`src/rtl/csr_regfile_slave.sv`:
```
// CSR bank behind the JTAG-to-AVMM decoder: CTRL/MODE, status mirror, W1C errors, traffic counters.
// Latency: rd_dvalid exactly READ_LATENCY cycles after rd_en; writes land at the strobe edge.
// Backpressure: none; one read and/or one write accepted every cycle. Option macro: CSR_WR_CNT_EN.
module csr_regfile_slave #(
    parameter int READ_LATENCY = 2,
    parameter int CNT_WIDTH    = 32
) (
    input  logic        clk,
    input  logic        rst_n,
    input  logic [15:0] wr_rd_addr,
    input  logic        wr_en,
    input  logic        rd_en,
    input  logic [31:0] wr_data,
    output logic [31:0] rd_data,
    output logic        rd_dvalid,
    output logic [31:0] ctrl_out,
    output logic [31:0] mode_out,
    input  logic [31:0] status_in,
    input  logic [7:0]  err_pulse_in,
    input  logic        wr_beat_inc,
    input  logic        rd_beat_inc
);

    if (READ_LATENCY < 1 || READ_LATENCY > 4) begin : g_bad_latency
        $error("csr_regfile_slave: READ_LATENCY must be 1..4");
    end
    if (CNT_WIDTH < 8 || CNT_WIDTH > 32) begin : g_bad_cnt_width
        $error("csr_regfile_slave: CNT_WIDTH must be 8..32");
    end

    localparam logic [13:0] W_CTRL    = 14'h0000;
    localparam logic [13:0] W_MODE    = 14'h0001;
    localparam logic [13:0] W_STATUS  = 14'h0002;
    localparam logic [13:0] W_ERR     = 14'h0003;
    localparam logic [13:0] W_WR_CNT  = 14'h0004;
    localparam logic [13:0] W_RD_CNT  = 14'h0005;
`ifdef CSR_WR_CNT_EN
    localparam logic [13:0] W_CSR_CNT = 14'h0006;
`endif
    localparam logic [31:0]          UNMAPPED = 32'hDEAD_ADD0;
    localparam logic [CNT_WIDTH-1:0] CNT_MAX  = {CNT_WIDTH{1'b1}};

    logic                 aligned;
    logic [13:0]          word;
    logic                 wr_ctrl;
    logic                 wr_mode;
    logic                 wr_err;
    logic                 cnt_clr;
    logic [30:0]          ctrl_q;
    logic [31:0]          mode_q;
    logic [7:0]           err_q;
    logic [CNT_WIDTH-1:0] wr_cnt_q;
    logic [CNT_WIDTH-1:0] rd_cnt_q;
    logic [31:0]          rd_mux;
`ifdef CSR_WR_CNT_EN
    logic [15:0]          csr_wr_cnt_q;
`endif

    assign aligned = (wr_rd_addr[1:0] == 2'b00);
    assign word    = wr_rd_addr[15:2];
    assign wr_ctrl = wr_en && aligned && (word == W_CTRL);
    assign wr_mode = wr_en && aligned && (word == W_MODE);
    assign wr_err  = wr_en && aligned && (word == W_ERR);
    // COUNTER_CLEAR is a pulse carried by the CTRL write itself; it is never stored.
    assign cnt_clr = wr_ctrl && wr_data[31];

    always_ff @(posedge clk) begin
        if (!rst_n) begin
            ctrl_q <= '0;
            mode_q <= 32'h0000_0001;
        end else begin
            if (wr_ctrl) ctrl_q <= wr_data[30:0];
            if (wr_mode) mode_q <= wr_data;
        end
    end

    assign ctrl_out = {1'b0, ctrl_q};
    assign mode_out = mode_q;

    // A new error event in the same cycle as its W1C survives the clear.
    always_ff @(posedge clk) begin
        if (!rst_n) begin
            err_q <= '0;
        end else begin
            err_q <= (err_q & ~(wr_err ? wr_data[7:0] : 8'h00)) | err_pulse_in;
        end
    end

    always_ff @(posedge clk) begin
        if (!rst_n || cnt_clr) begin
            wr_cnt_q <= '0;
        end else if (wr_beat_inc && (wr_cnt_q != CNT_MAX)) begin
            wr_cnt_q <= wr_cnt_q + CNT_WIDTH'(1);
        end
    end

    always_ff @(posedge clk) begin
        if (!rst_n || cnt_clr) begin
            rd_cnt_q <= '0;
        end else if (rd_beat_inc && (rd_cnt_q != CNT_MAX)) begin
            rd_cnt_q <= rd_cnt_q + CNT_WIDTH'(1);
        end
    end

`ifdef CSR_WR_CNT_EN
    // Counts every write strobe, mapped or not, and wraps.
    always_ff @(posedge clk) begin
        if (!rst_n || cnt_clr) begin
            csr_wr_cnt_q <= '0;
        end else if (wr_en) begin
            csr_wr_cnt_q <= csr_wr_cnt_q + 16'd1;
        end
    end
`endif

    // Sampled before this edge's writes land, so a same-offset read sees the old value.
    always_comb begin
        rd_mux = UNMAPPED;
        if (aligned) begin
            case (word)
                W_CTRL:    rd_mux = {1'b0, ctrl_q};
                W_MODE:    rd_mux = mode_q;
                W_STATUS:  rd_mux = status_in;
                W_ERR:     rd_mux = {24'h0, err_q};
                W_WR_CNT:  rd_mux = 32'(wr_cnt_q);
                W_RD_CNT:  rd_mux = 32'(rd_cnt_q);
`ifdef CSR_WR_CNT_EN
                W_CSR_CNT: rd_mux = {16'h0, csr_wr_cnt_q};
`endif
                default:   rd_mux = UNMAPPED;
            endcase
        end
    end

    logic [READ_LATENCY-1:0] vld_pipe;
    logic [31:0]             dat_pipe [READ_LATENCY];

    // Data stages only load behind a valid, so the last stage holds the previous response.
    always_ff @(posedge clk) begin
        if (!rst_n) begin
            vld_pipe <= '0;
            for (int i = 0; i < READ_LATENCY; i++) dat_pipe[i] <= '0;
        end else begin
            vld_pipe[0] <= rd_en;
            if (rd_en) dat_pipe[0] <= rd_mux;
            for (int i = 1; i < READ_LATENCY; i++) begin
                vld_pipe[i] <= vld_pipe[i-1];
                if (vld_pipe[i-1]) dat_pipe[i] <= dat_pipe[i-1];
            end
        end
    end

    // Masking with rst_n keeps a stale response from escaping in the cycle reset is asserted.
    assign rd_dvalid = vld_pipe[READ_LATENCY-1] && rst_n;
    assign rd_data   = dat_pipe[READ_LATENCY-1];

endmodule

```
`config.mk`:
```
export PLATFORM = sky130hd
export DESIGN_NAME = csr_regfile_slave
export DESIGN_NICKNAME = d
export VERILOG_FILES = /design/src/rtl/csr_regfile_slave.sv
export SDC_FILE = /design/constraint.sdc
export NUM_CORES = 1
export LEC_CHECK = 0
export ABC_AREA = 1
export CORE_MARGIN = 1.5
export CORE_UTILIZATION = 50
export CTS_CLUSTER_DIAMETER = 100
export DETAILED_ROUTE_END_ITERATION = 8
export GPL_TIMING_DRIVEN = 0
export HOLD_SLACK_MARGIN = 0.06
export PLACE_DENSITY = 0.76
export SLEW_MARGIN = 20
export SYNTH_ARGS = -nofsm -noshare
export SYNTH_HDL_FRONTEND = slang
export SYNTH_SLANG_ARGS = --single-unit
```
`constraint.sdc`:
```
create_clock -name clk -period 2.1 [get_ports clk]
set_clock_uncertainty 0.05 [all_clocks]
set_input_delay 0.21 -clock clk [delete_from_list [all_inputs] [get_ports clk]]
set_output_delay 0.21 -clock clk [all_outputs]
set_load 0.05 [all_outputs]
```
==> run_results.csv <==
group,metric,value,unit
layout,multi_input_area,0.00515,mm^2
status,status,"finished clean",
route,wire_per_inst,18.0,um
setup_path,crit_chain,"clkdlybuf4s50_1",
synthesis,syn_area_per_cell,7.07,um^2
setup_path,critPathArrivalTime,1790,ps
global_routing,grt_pass1_vias,10200,
place,dpl.cell_count,2030,
clock_network,cts_max_path_buffers,3,
route,routed_via_density,5.43,
global_routing,antenna_found_initial,0,
timing,worstMarginPinSlew,808,ps
place,io_buffers,189,
synthesis,ys_ff_latch,201,
power,total_power,0.00930,W
clock_network,clockRootBuffer,"clkbuf_16",
synthesis,synth_area_leader_cell,"dfxtp_1",
synthesis,muxShareOfSynthArea,0,%
setup_path,start_kind,"flop",
clock_network,cts_sinks,201,
synthesis,syn_area,0.0110,mm^2
global_routing,grtUsageTotal,32.1,%
power,p_leak,5.52,nW
setup_path,crit_buf_inv,1,
timing,slew_headroom,46.1,%
synthesis,synth_commonest_cells,"nand2_1, nor2_1, nand3_1",
synthesis,synth_ff_type,"dfxtp_1",
layout,n_antenna_cell,0,
synthesis,synth.area.top_cells,"dfxtp_1, edfxtp_1, nand2_1",
floorplanning,placementRows,54,
setup_path,required,1840,ps
power,peakVddDrop,0.530,mV
synthesis,async_flop_share,0,%
place,place_hpwl,28.9,mm
timing,fmax,0.489,GHz
route,drtAntennaViolNets,0,
clock_network,hold_buffers,0,
floorplanning,initial_core_util,50.7,%
layout,final_util,64.8,%
route,vias,11200,
layout,regArea,0.00467,mm^2
layout,drive_gt1_share,10.6,%
run,maxCapViolations,0,
layout,layoutNonFillerInstCount,2071,
setup_path,max_stage_delay,840,ps
clock_network,clk_pin_slew,70,ps
synthesis,synth-xor-area-share,1.83,%
layout,fillers,1938,
floorplanning,die_x,152,um
synthesis,ys_warn_count,0,
clock_network,cts_tree,"built",
floorplanning,coreArea,0.0218,mm^2
min_path,min_path_type,"in -> reg",
clock_network,clkLatencyLatePin,520,ps
timing,min_period_over_period,97.5,%
timing,hold_viol_final,0,
synthesis,synth_cell_types,38,
setup_path,crit_type,"reg -> out",
clock_network,cts-buffers-inserted,22,
synthesis,synth_nets,1657,
global_routing,grt_pass1_wl,55.6,mm
place,gp_congestion,1.00,
route,drt_iter0_drc,1187,
setup_path,rrSetupSlack,80,ps
synthesis,synth_compound_area_share,9.63,%
layout,final_nets,1871,
synthesis,synth_adder_area_share,0.227,%
setup_path,cp_slowest_cell,"clkdlybuf4s50_1",
setup_path,cp_top_family,"buffers and inverters",
setup_path,path_max_fanout,3,
synthesis,synth_top_family_by_area,"simple AND/OR/NAND/NOR gates",
power,powerDensity,660,mW/mm^2
route,drc_errors,0,
global_routing,grt_overflow,0,
layout,syn2layout_area_growth,27.8,%
route,dr.pass1.iters,8,
synthesis,synth-simple-area-share,34.8,%
floorplanning,fp.dieH,152,um
floorplanning,die-area,0.0230,mm^2
timing,slew_viol_final,0,
global_routing,grt_max_degree,33,
timing,setup_viol,0,
floorplanning,ios,191,
synthesis,synth_edf_count,64,
route,wl,37.2,mm
clock_network,cts-htree-levels,1,
synthesis,yosysMostFrequentCell,"nand2_1",
synthesis,synth_top_area_share,24.9,%
synthesis,syn_inst,1561,
synthesis,ys_seq_area_share,42.3,%
timing,fin_crit,2050,ps
setup_path,cp-end-kind,"output port",
## routing by layer
metal | GRT usage, % | routed length, um | up-vias
li1 | - | - | 5402
met1 | 45.0 | 15800 | 5174
met2 | 49.9 | 16400 | 573
met3 | 3.50 | 3300 | 93
met4 | 14.1 | 1770 | 0
met5 | 0 | 0 | -
## per-stage QoR
step / setup slack [ps] / TNS, ps / instance area (um^2) / hold WS [ps]
detailed placement: -784 / -74300 / 13300 / 387
CTS: 23.3 / 0 / 14100 / 198
global route: -1.06 / -1.06 / 14100 / 226
floorplan: 314 / 0 / 11000 / 272
global placement: -994 / -79090 / 13300 / 383
finish: 53.5 / 0 / 14100 / 200
## power by group
| group | total, W | switching, W | internal, W | leakage, nW |
|---|---|---|---|---|
| Combinational | 0.000950 | 0.000564 | 0.000386 | 3.35 |
| Clock | 0.00418 | 0.00162 | 0.00256 | 0.386 |
| Sequential | 0.00417 | 0.0000411 | 0.00413 | 1.78 |
## tightest hold or removal path, cell delays in order
cell             delay [ps]
clkdlybuf4s50_1         410
inv_1                    60
a21oi_1                  50
## sequential cells by signal (all words and copies together) (netlist names)
register and flops:
mode_out 32, vld_pipe 2, rd_cnt_q 32, err_q 8, wr_cnt_q 32, dat_pipe 64
ctrl_q 31
## final timing paths
path / cells past startpoint / start / endpoint
worst max-delay path: 1 / ctrl_q[1]$_SDFFE_PN0N_ / ctrl_out[1]
worst max register to register: 7 / vld_pipe[0]$_SDFF_PN0_ / dat_pipe[0][24]$_SDFFCE_PN0P_
worst min register to register: 2 / vld_pipe[0]$_SDFF_PN0_ / vld_pipe[1]$_SDFF_PN0_
worst min-delay path: 3 / err_pulse_in[4] / err_q[4]$_SDFF_PN0_
## placed cells by master (no fill, tap or decap), types with 4 or more instances in the layout
cell / n
dfxtp_1: 135
a21oi_1: 88
nor2_2: 10
edfxtp_1: 64
buf_6: 7
clkinv_1: 4
nand3b_1: 17
xor2_1: 15
clkdlybuf4s50_1: 188
nor2_4: 6
inv_1: 145
nand3_1: 170
nand3_2: 8
xnor2_1: 8
o22ai_1: 8
nor3_1: 12
nand2_1: 406
buf_4: 48
inv_2: 9
o21ai_0: 68
buf_2: 24
nand2_2: 5
clkbuf_8: 4
nand4_1: 6
bufinv_16: 4
nor2_1: 233
clkbuf_1: 20
clkbuf_16: 22
a21oi_2: 20
## cell type report
cell class	count	share of cell area, %
repair buffers	190	13.5
clock buffers	27	4.32
flip-flops and latches	201	33.1
well taps	280	2.48
inverters	156	4.17
clock inverters	13	1.25
plain buffers	103	4.64
multi-input cells	1101	36.5
## timing repair
| action | 4_1_cts | 5_1_grt |
|---|---|---|
| buffers inserted | 0 | 1 |
| resized for setup | 7 | 11 |
| endpoints found under the setup margin | 46 | 33 |
| pin swaps | 0 | 2 |
## cell families after synthesis
| group | count (synthesis) |
|---|---|
| AO/OA/AOI/OAI | 191 |
| flip-flops | 201 |
| XOR/XNOR | 23 |
| adder cells (fa/ha/maj) | 2 |
| other | 1 |
| buffers and inverters | 259 |
| AND/OR/NAND/NOR | 884 |
(Power assumes the default switching activity.)
